File: config.mk
export PLATFORM = sky130hd
export DESIGN_NAME = branch_resolve_unit
export DESIGN_NICKNAME = d
export VERILOG_FILES = /design/src/rtl/branch_resolve_unit.sv
export SDC_FILE = /design/constraint.sdc
export NUM_CORES = 1
export LEC_CHECK = 0
export ABC_AREA = 1
export CORE_MARGIN = 1.5
export CORE_UTILIZATION = 35
export CTS_BUF_LIST = sky130_fd_sc_hd__clkbuf_4 sky130_fd_sc_hd__clkbuf_8 sky130_fd_sc_hd__clkbuf_16
export DETAILED_ROUTE_END_ITERATION = 8
export PLACE_DENSITY = 0.59
export SLEW_MARGIN = 20
export SYNTH_ARGS = -nofsm -noshare
export SYNTH_HDL_FRONTEND = slang
export SYNTH_SLANG_ARGS = --single-unit
export TNS_END_PERCENT = 20
File: constraint.sdc
create_clock -name clk -period 5.4 [get_ports clk]
set_clock_uncertainty 0.05 [all_clocks]
set_input_delay 0.81 -clock clk [delete_from_list [all_inputs] [get_ports clk]]
set_output_delay 0.81 -clock clk [all_outputs]
set_load 0.05 [all_outputs]
File: src/rtl/branch_resolve_unit.sv
// Resolves a conditional branch and drives the PC load and fetch flush. Handshake: req_ready is high only in IDLE, one request in flight.
// Latency from the accept edge to resolved_valid: 2 cycles if not taken, 2+FLUSH_CYCLES if taken. Outputs are registered one cycle behind the state.
module branch_resolve_unit #(
  parameter int DATA_W       = 16,
  parameter int OFF_W        = 8,
  parameter int FLUSH_CYCLES = 2
) (
  input  logic              clk,
  input  logic              rst_n,
  input  logic              req_valid,
  output logic              req_ready,
  input  logic [1:0]        op,
  input  logic [DATA_W-1:0] rs_val,
  input  logic [DATA_W-1:0] rt_val,
  input  logic [DATA_W-1:0] pc,
  input  logic [OFF_W-1:0]  offset,
  output logic              pc_load,
  output logic [DATA_W-1:0] pc_target,
  output logic              flush,
  output logic              resolved_valid,
  output logic              resolved_taken,
  output logic [15:0]       taken_count
);

  typedef enum logic [1:0] {
    IDLE  = 2'd0,
    EVAL  = 2'd1,
    FLUSH = 2'd2,
    DONE  = 2'd3
  } state_t;

  localparam int CNT_W = 4;
  localparam logic [CNT_W-1:0] FLUSH_LOAD = CNT_W'(FLUSH_CYCLES);

  state_t state_q, state_d;

  logic [1:0]        op_q, op_d;
  logic [DATA_W-1:0] rs_q, rs_d;
  logic [DATA_W-1:0] rt_q, rt_d;
  logic [DATA_W-1:0] pc_q, pc_d;
  logic [OFF_W-1:0]  off_q, off_d;
  logic [CNT_W-1:0]  cnt_q, cnt_d;
  logic              taken_q, taken_d;

  logic              req_ready_q, req_ready_d;
  logic              pc_load_q, pc_load_d;
  logic [DATA_W-1:0] pc_target_q, pc_target_d;
  logic              flush_q, flush_d;
  logic              resolved_valid_q, resolved_valid_d;
  logic              resolved_taken_q, resolved_taken_d;
  logic [15:0]       taken_count_q, taken_count_d;

  logic              accept;
  logic              cond;
  logic [DATA_W-1:0] off_ext;
  logic [DATA_W-1:0] target;

  assign accept  = (state_q == IDLE) && req_valid && req_ready_q;
  assign off_ext = {{(DATA_W-OFF_W){off_q[OFF_W-1]}}, off_q};
  // Offset is in words relative to the instruction after the branch; wraps silently.
  assign target  = pc_q + DATA_W'(1) + off_ext;

  always_comb begin
    cond = 1'b0;
    case (op_q)
      2'b00:   cond = (rs_q == rt_q);
      2'b01:   cond = (rs_q != rt_q);
      2'b10:   cond = (rs_q != '0);
      default: cond = (rs_q == '0);
    endcase
  end

  // State, latched request and registered outputs.
  always_ff @(posedge clk or negedge rst_n) begin
    if (!rst_n) begin
      state_q          <= IDLE;
      op_q             <= '0;
      rs_q             <= '0;
      rt_q             <= '0;
      pc_q             <= '0;
      off_q            <= '0;
      cnt_q            <= '0;
      taken_q          <= 1'b0;
      req_ready_q      <= 1'b1;
      pc_load_q        <= 1'b0;
      pc_target_q      <= '0;
      flush_q          <= 1'b0;
      resolved_valid_q <= 1'b0;
      resolved_taken_q <= 1'b0;
      taken_count_q    <= '0;
    end else begin
      state_q          <= state_d;
      op_q             <= op_d;
      rs_q             <= rs_d;
      rt_q             <= rt_d;
      pc_q             <= pc_d;
      off_q            <= off_d;
      cnt_q            <= cnt_d;
      taken_q          <= taken_d;
      req_ready_q      <= req_ready_d;
      pc_load_q        <= pc_load_d;
      pc_target_q      <= pc_target_d;
      flush_q          <= flush_d;
      resolved_valid_q <= resolved_valid_d;
      resolved_taken_q <= resolved_taken_d;
      taken_count_q    <= taken_count_d;
    end
  end

  always_comb begin
    state_d = state_q;
    op_d    = op_q;
    rs_d    = rs_q;
    rt_d    = rt_q;
    pc_d    = pc_q;
    off_d   = off_q;
    cnt_d   = cnt_q;
    taken_d = taken_q;
    case (state_q)
      IDLE: begin
        if (accept) begin
          op_d    = op;
          rs_d    = rs_val;
          rt_d    = rt_val;
          pc_d    = pc;
          off_d   = offset;
          state_d = EVAL;
        end
      end
      EVAL: begin
        taken_d = cond;
        cnt_d   = FLUSH_LOAD;
        state_d = cond ? FLUSH : DONE;
      end
      FLUSH: begin
        cnt_d = cnt_q - CNT_W'(1);
        if (cnt_q == CNT_W'(1)) begin
          state_d = DONE;
        end
      end
      default: begin
        state_d = IDLE;
      end
    endcase
  end

  // Ready tracks the next state so it drops on the accept edge itself.
  always_comb begin
    req_ready_d      = (state_d == IDLE);
    pc_load_d        = (state_q == FLUSH) && (cnt_q == FLUSH_LOAD);
    flush_d          = (state_q == FLUSH);
    resolved_valid_d = (state_q == DONE);
    resolved_taken_d = (state_q == DONE) && taken_q;
    pc_target_d      = (state_q == EVAL) ? target : pc_target_q;
    taken_count_d    = taken_count_q;
    if (pc_load_d && (taken_count_q != 16'hFFFF)) begin
      taken_count_d = taken_count_q + 16'd1;
    end
  end

  assign req_ready      = req_ready_q;
  assign pc_load        = pc_load_q;
  assign pc_target      = pc_target_q;
  assign flush          = flush_q;
  assign resolved_valid = resolved_valid_q;
  assign resolved_taken = resolved_taken_q;
  assign taken_count    = taken_count_q;

  a_load_in_flush: assert property (@(posedge clk) disable iff (!rst_n) pc_load_q |-> flush_q);
  a_done_no_flush: assert property (@(posedge clk) disable iff (!rst_n) resolved_valid_q |-> !flush_q);
  a_taken_qual:    assert property (@(posedge clk) disable iff (!rst_n) resolved_taken_q |-> resolved_valid_q);

endmodule

* Word level (Yosys, flattened, before mapping)
Cells that the tools add are included.
** Word-level totals
- Register bits after elaboration :: 102
- Input bits :: 61
- Output and inout port bits :: 37
** Operators by class
- Add/subtract/negate cells :: 4
- Equality and inequality tests :: 10
- Muxes and demuxes :: 6
- Reduce and logical (&&, ||, !) cells :: 12
** Operators with widths (number)
- $add 16x1->16 const B :: 2
- $add 16x16->16 :: 1
- $eq 16x16->1 :: 1
- $logic_not 16->1 :: 1
- $ne 16x16->1 :: 1
- $ne 16x16->1 const B :: 1
- $reduce_bool 16->1 :: 1
- $pmux 4 s2 :: 1
- $eq 2x2->1 const B :: 3
- $logic_not 2->1 :: 3
- $pmux 2 s3 :: 1
- $logic_and 1x1->1 :: 5
- $eq 2x1->1 const B :: 2
- $eq 4x1->1 const B :: 1
- $eq 4x2->1 const B :: 1
- $mux 2 :: 2
- $sub 4x1->4 const B :: 1
- $pmux 1 s3 :: 1
- $reduce_and 2->1 :: 1
- $reduce_bool 2->1 :: 1
- $mux 1 :: 1

* Longest topological paths before layout
- Depth in word-level cells :: 6
- Mapped depth :: 13
- Mapped depth without buffers :: 13

* Worst setup path after synthesis
OpenSTA, ideal clock, no wires.
- Kind :: register -> register
- Start point :: register taken_count_q[0], in the netlist taken_count[0]
- End point :: register taken_count_q[1], in the netlist taken_count[1]
- Library setup time :: 0.125 ns
- Arrival time :: 1.793 ns
- Slack :: 3.432 ns
- Cell stages (with the launch flop) :: 7
- Path buffers :: 0
- Period minus slack after synthesis :: 1.968 ns
- Cells stage by stage :: dfrtp_1 -> ha_1 -> nand3_1 -> nor3_2 -> nand3b_1 -> nand2_4 -> mux2_2
** On the way
- Cells in the longest elaborated chain, start to end :: 2
- Elaborated cells on any way between the ends :: 3
- Classes of those cells :: 1 x add/sub; 1 x eq/ne; 1 x reduce/logical
** RTL lines
- start: declaration :: line 51 : logic [15:0] taken_count_q, taken_count_d;
- start signal: assignment :: line 106 : taken_count_q <= taken_count_d;
- parallel branches: the longest is 2 deep, another holds $add 16x1->16
Several ways; the timed one is not identified.
A chain may end at the register's enable or synchronous reset.

* Worst setup path after layout
- Start point :: register req_ready_q, in the netlist req_ready
- End point :: output req_ready
** RTL lines
- start: declaration :: line 45 : logic req_ready_q, req_ready_d;
- start signal: assignment :: line 100 : req_ready_q <= req_ready_d;
- end: declaration :: line 11 : output logic req_ready,
No word-level cell between the ends.

==> run_results.csv <==
group,metric,value,unit
cells_and_area,drive_gt1_share,9.60,%
yosys,synth_nets,640,
global_route,grt_max_degree,90,
routing,vias,3916,
cells_and_area,regArea,2550,sq um
die,die_area,15400,sq um
yosys,syn_area_per_cell,9.25,sq um
placed_design,place_inst,824,
yosys,synth_largest_area_cell,"dfrtp_1",
routing,drt-initial-drc-count,181,
worst_setup_path,max_stage_delay,0.83,ns
clock_tree,cts_root_buf,"clkbuf_16",
routing,highest_layer,"met4",
worst_setup_path,critPathLaunch,"req_ready$_DFF_PN1_",
hold_path,worstHoldStart,"taken_q$_DFFE_PN0N_",
placed_design,port-buffer-count,97,
worst_setup_path,cp_slowest_cell,"clkdlybuf4s50_1",
placed_design,dpl-instance-area,6290,sq um
yosys,synth_top_area_share,49.3,%
worst_setup_path,reg2reg_from,"state_q[0]$_DFF_PN0_",
yosys,yosysUniqueCellTypes,38,
pwr,power_switching,1.75,mW
yosys,yosysWarnings,0,
routing,wl,11.4,mm
sta,tightestPinTransition,1.03,ns
sta,rsz0062_at_grt,"no",
clock_tree,post_cts_buffers,0,
hold_path,min_path_type,"reg -> reg",
die,io_pins,98,
pwr,power_density,621,nW/um^2
cells_and_area,final_common_cell,"dfrtp_1",
sta,period_needed,2.60,ns
global_route,grt_overflow,0,
placed_design,dp_hpwl,8.25,mm
sta,fin_tns_setup,0,ns
die,initial_utilization,35.5,%
sta,finalCritPeriodShare,48.2,%
pwr,p_leak,3.17,nW
cells_and_area,n_antenna_cell,0,
clock_tree,clockBufferDepth,2,
global_route,grt_pass1_vias,3845,
routing,wl_met1,5.39,mm
clock_tree,insertion_delay,0.35,ns
clock_tree,ctsResizeCount,0,
yosys,synth-async-reset-ratio,100,%
routing,dr_wl_met2,5.38,mm
clock_tree,cts.sinks,102,
die,die_h,124,um
yosys,synth-edff-count,0,
yosys,synth_flop_cell,"dfrtp_1",
cells_and_area,area_growth,29.7,%
clock_tree,cts_buffers,9,
die,row_count,44,
run,maxCapViolations,0,
worst_setup_path,worst-setup-path-type,"reg -> out",
status,status,"finished clean",
worst_setup_path,crit_chain,"clkdlybuf4s50_1",
worst_setup_path,crit_family,"buffers and inverters",
clock_tree,cts_tree,"yes",
routing,drc,0,
die,fp.coreArea,14400,sq um
pwr,switching_share,42.5,%
routing,antenna_left,0,
yosys,syn_area,5120,sq um
routing,wl_met3,480,um
hold_path,holdPathStages,2,
cells_and_area,fin_area,6650,sq um
yosys,ys_seq_area_share,49.8,%
pwr,p_int,2.37,mW
sta,setup_viol,0,
routing,first_pass_iters,4,
yosys,syn_inst,554,
routing,wire_per_inst,13.6,um
cells_and_area,mostFrequentLayoutCells,"101 x dfrtp_1, 96 x clkdlybuf4s50_1, 94 x nand2_1",
global_route,grt_use_total,15.1,%
worst_setup_path,rrSetupSlack,3.07,ns
cells_and_area,multi_input_area,2290,sq um
routing,via_per_inst,4.66,
worst_setup_path,rr_worst_depth,6,
placed_design,place.gp.congestion,0.877,
cells_and_area,stdcell_count,840,
cells_and_area,fin_nets,737,
pwr,p_clk_share,18.4,%
pwr,seqPwrFrac,31.8,%
sta,hold_violations,0,
cells_and_area,fill_cells,1384,
global_route,grt_first_pass_wirelength,17.9,mm
global_route,antenna_found_initial,0,
worst_setup_path,cp_data_required_time,4.54,ns
worst_setup_path,path_max_fanout,2,
worst_setup_path,critPathBufInv,1,
worst_setup_path,crit_cells,1,
pwr,vdd_drop_max,314,uV
sta,slew_violations,0,
clock_tree,htreeDepth,3,
sta,max-slew-margin-rel,31.4,%
clock_tree,hold_buffers,0,
clock_tree,clkTransAtPathRegs,0.07,ns
worst_setup_path,cp-end-kind,"output pin",
yosys,synth-seq-cells,102,
worst_setup_path,worstPathArrival,1.74,ns
sta,fmax,384,MHz
yosys,yosys-top-cells-area,"dfrtp_1 49%, nand2_1 6.9%, mux2_2 6.4%",
worst_setup_path,critPathLaunchType,"flip-flop",
pwr,p_comb_share,49.8,%
die,die_w,124,um
## layer usage
| metal | GRT usage (%) | vias to the layer above |
|---|---|---|
| li1 | - | 1994 |
| met1 | 19.6 | 1849 |
| met2 | 24.7 | 59 |
| met3 | 4.30 | 14 |
| met4 | 4.69 | 0 |
| met5 | 0 | - |
## final timing paths
path / endpoint
max: req_ready
min: resolved_taken$_DFF_PN0_
max reg2reg: req_ready$_DFF_PN1_
min reg2reg: resolved_taken$_DFF_PN0_
max in group asynchronous: pc_load$_DFF_PN0_
min in group asynchronous: off_q[0]$_DFFE_PN0P_
## final cells by class
class                      instances  area share (%)
tap                              184            3.46
sequential                       102            38.4
clock buffer                      11            3.71
multi-input combinational        376            34.5
inverter                          64            3.61
clock inverter                     5            1.60
timing repair buffer              98            14.7
## synth_stat cells (2+ instances only)
| library cell | number |
|---|---|
| xnor2_1 | 9 |
| dfrtp_1 | 101 |
| nor2_2 | 3 |
| nor3_1 | 6 |
| nand2_1 | 94 |
| nand4_1 | 7 |
| nand3b_1 | 2 |
| inv_1 | 64 |
| or2_2 | 2 |
| buf_2 | 2 |
| mux2_2 | 29 |
| o21ai_0 | 17 |
| ha_1 | 24 |
| and3_1 | 2 |
| nand2_2 | 2 |
| a31oi_1 | 6 |
| a21oi_1 | 47 |
| o22ai_1 | 2 |
| nand3_1 | 28 |
| nor2_1 | 62 |
| clkbuf_1 | 10 |
| xor2_1 | 17 |
| a21o_1 | 3 |
## logic make-up after synthesis
| group | share of synthesized area [%] |
|---|---|
| muxes | 6.37 |
| adders and majority gates | 6.25 |
| buffers and inverters | 5.62 |
| DFF | 49.8 |
| and+or+nand+nor | 19.2 |
| xor gates and xnor gates | 4.44 |
| AOI/OAI and AO/OA | 8.25 |
## state kept, by name, indices dropped and copies added (netlist names)
name,flops
cnt_q,4
flush,1
off_q,8
op_q,2
pc_load,1
pc_q,16
pc_target,16
req_ready,1
resolved_taken,1
resolved_valid,1
rs_q,16
rt_q,16
state_q,2
taken_count,16
taken_q,1
## through the flow
| step | utilization (%) | power, mW | hold slack (ns) | setup slack, ns |
|---|---|---|---|---|
| 2_1_floorplan | - | 2.80 | 0.388 | 3.43 |
| 3_3_place_gp | 43.6 | 3.33 | 0.408 | 2.48 |
| 3_5_place_dp | 43.6 | 3.38 | 0.417 | 2.42 |
| 4_1_cts | 46.1 | 4.17 | 0.432 | 2.78 |
| 5_1_grt | 46.1 | 4.44 | 0.448 | 2.65 |
| 6_report | 46.1 | 4.13 | 0.424 | 2.80 |
## power groups by stage
stage	registers (mW)	clock network (mW)	logic, mW
floorplan	1.58	0	1.21
global placement	1.32	0	2.02
detailed placement	1.33	0	2.06
CTS	1.32	0.779	2.07
global route	1.36	0.805	2.27
finish	1.31	0.758	2.05
Note: power is estimated with default switching activity, not from simulation.
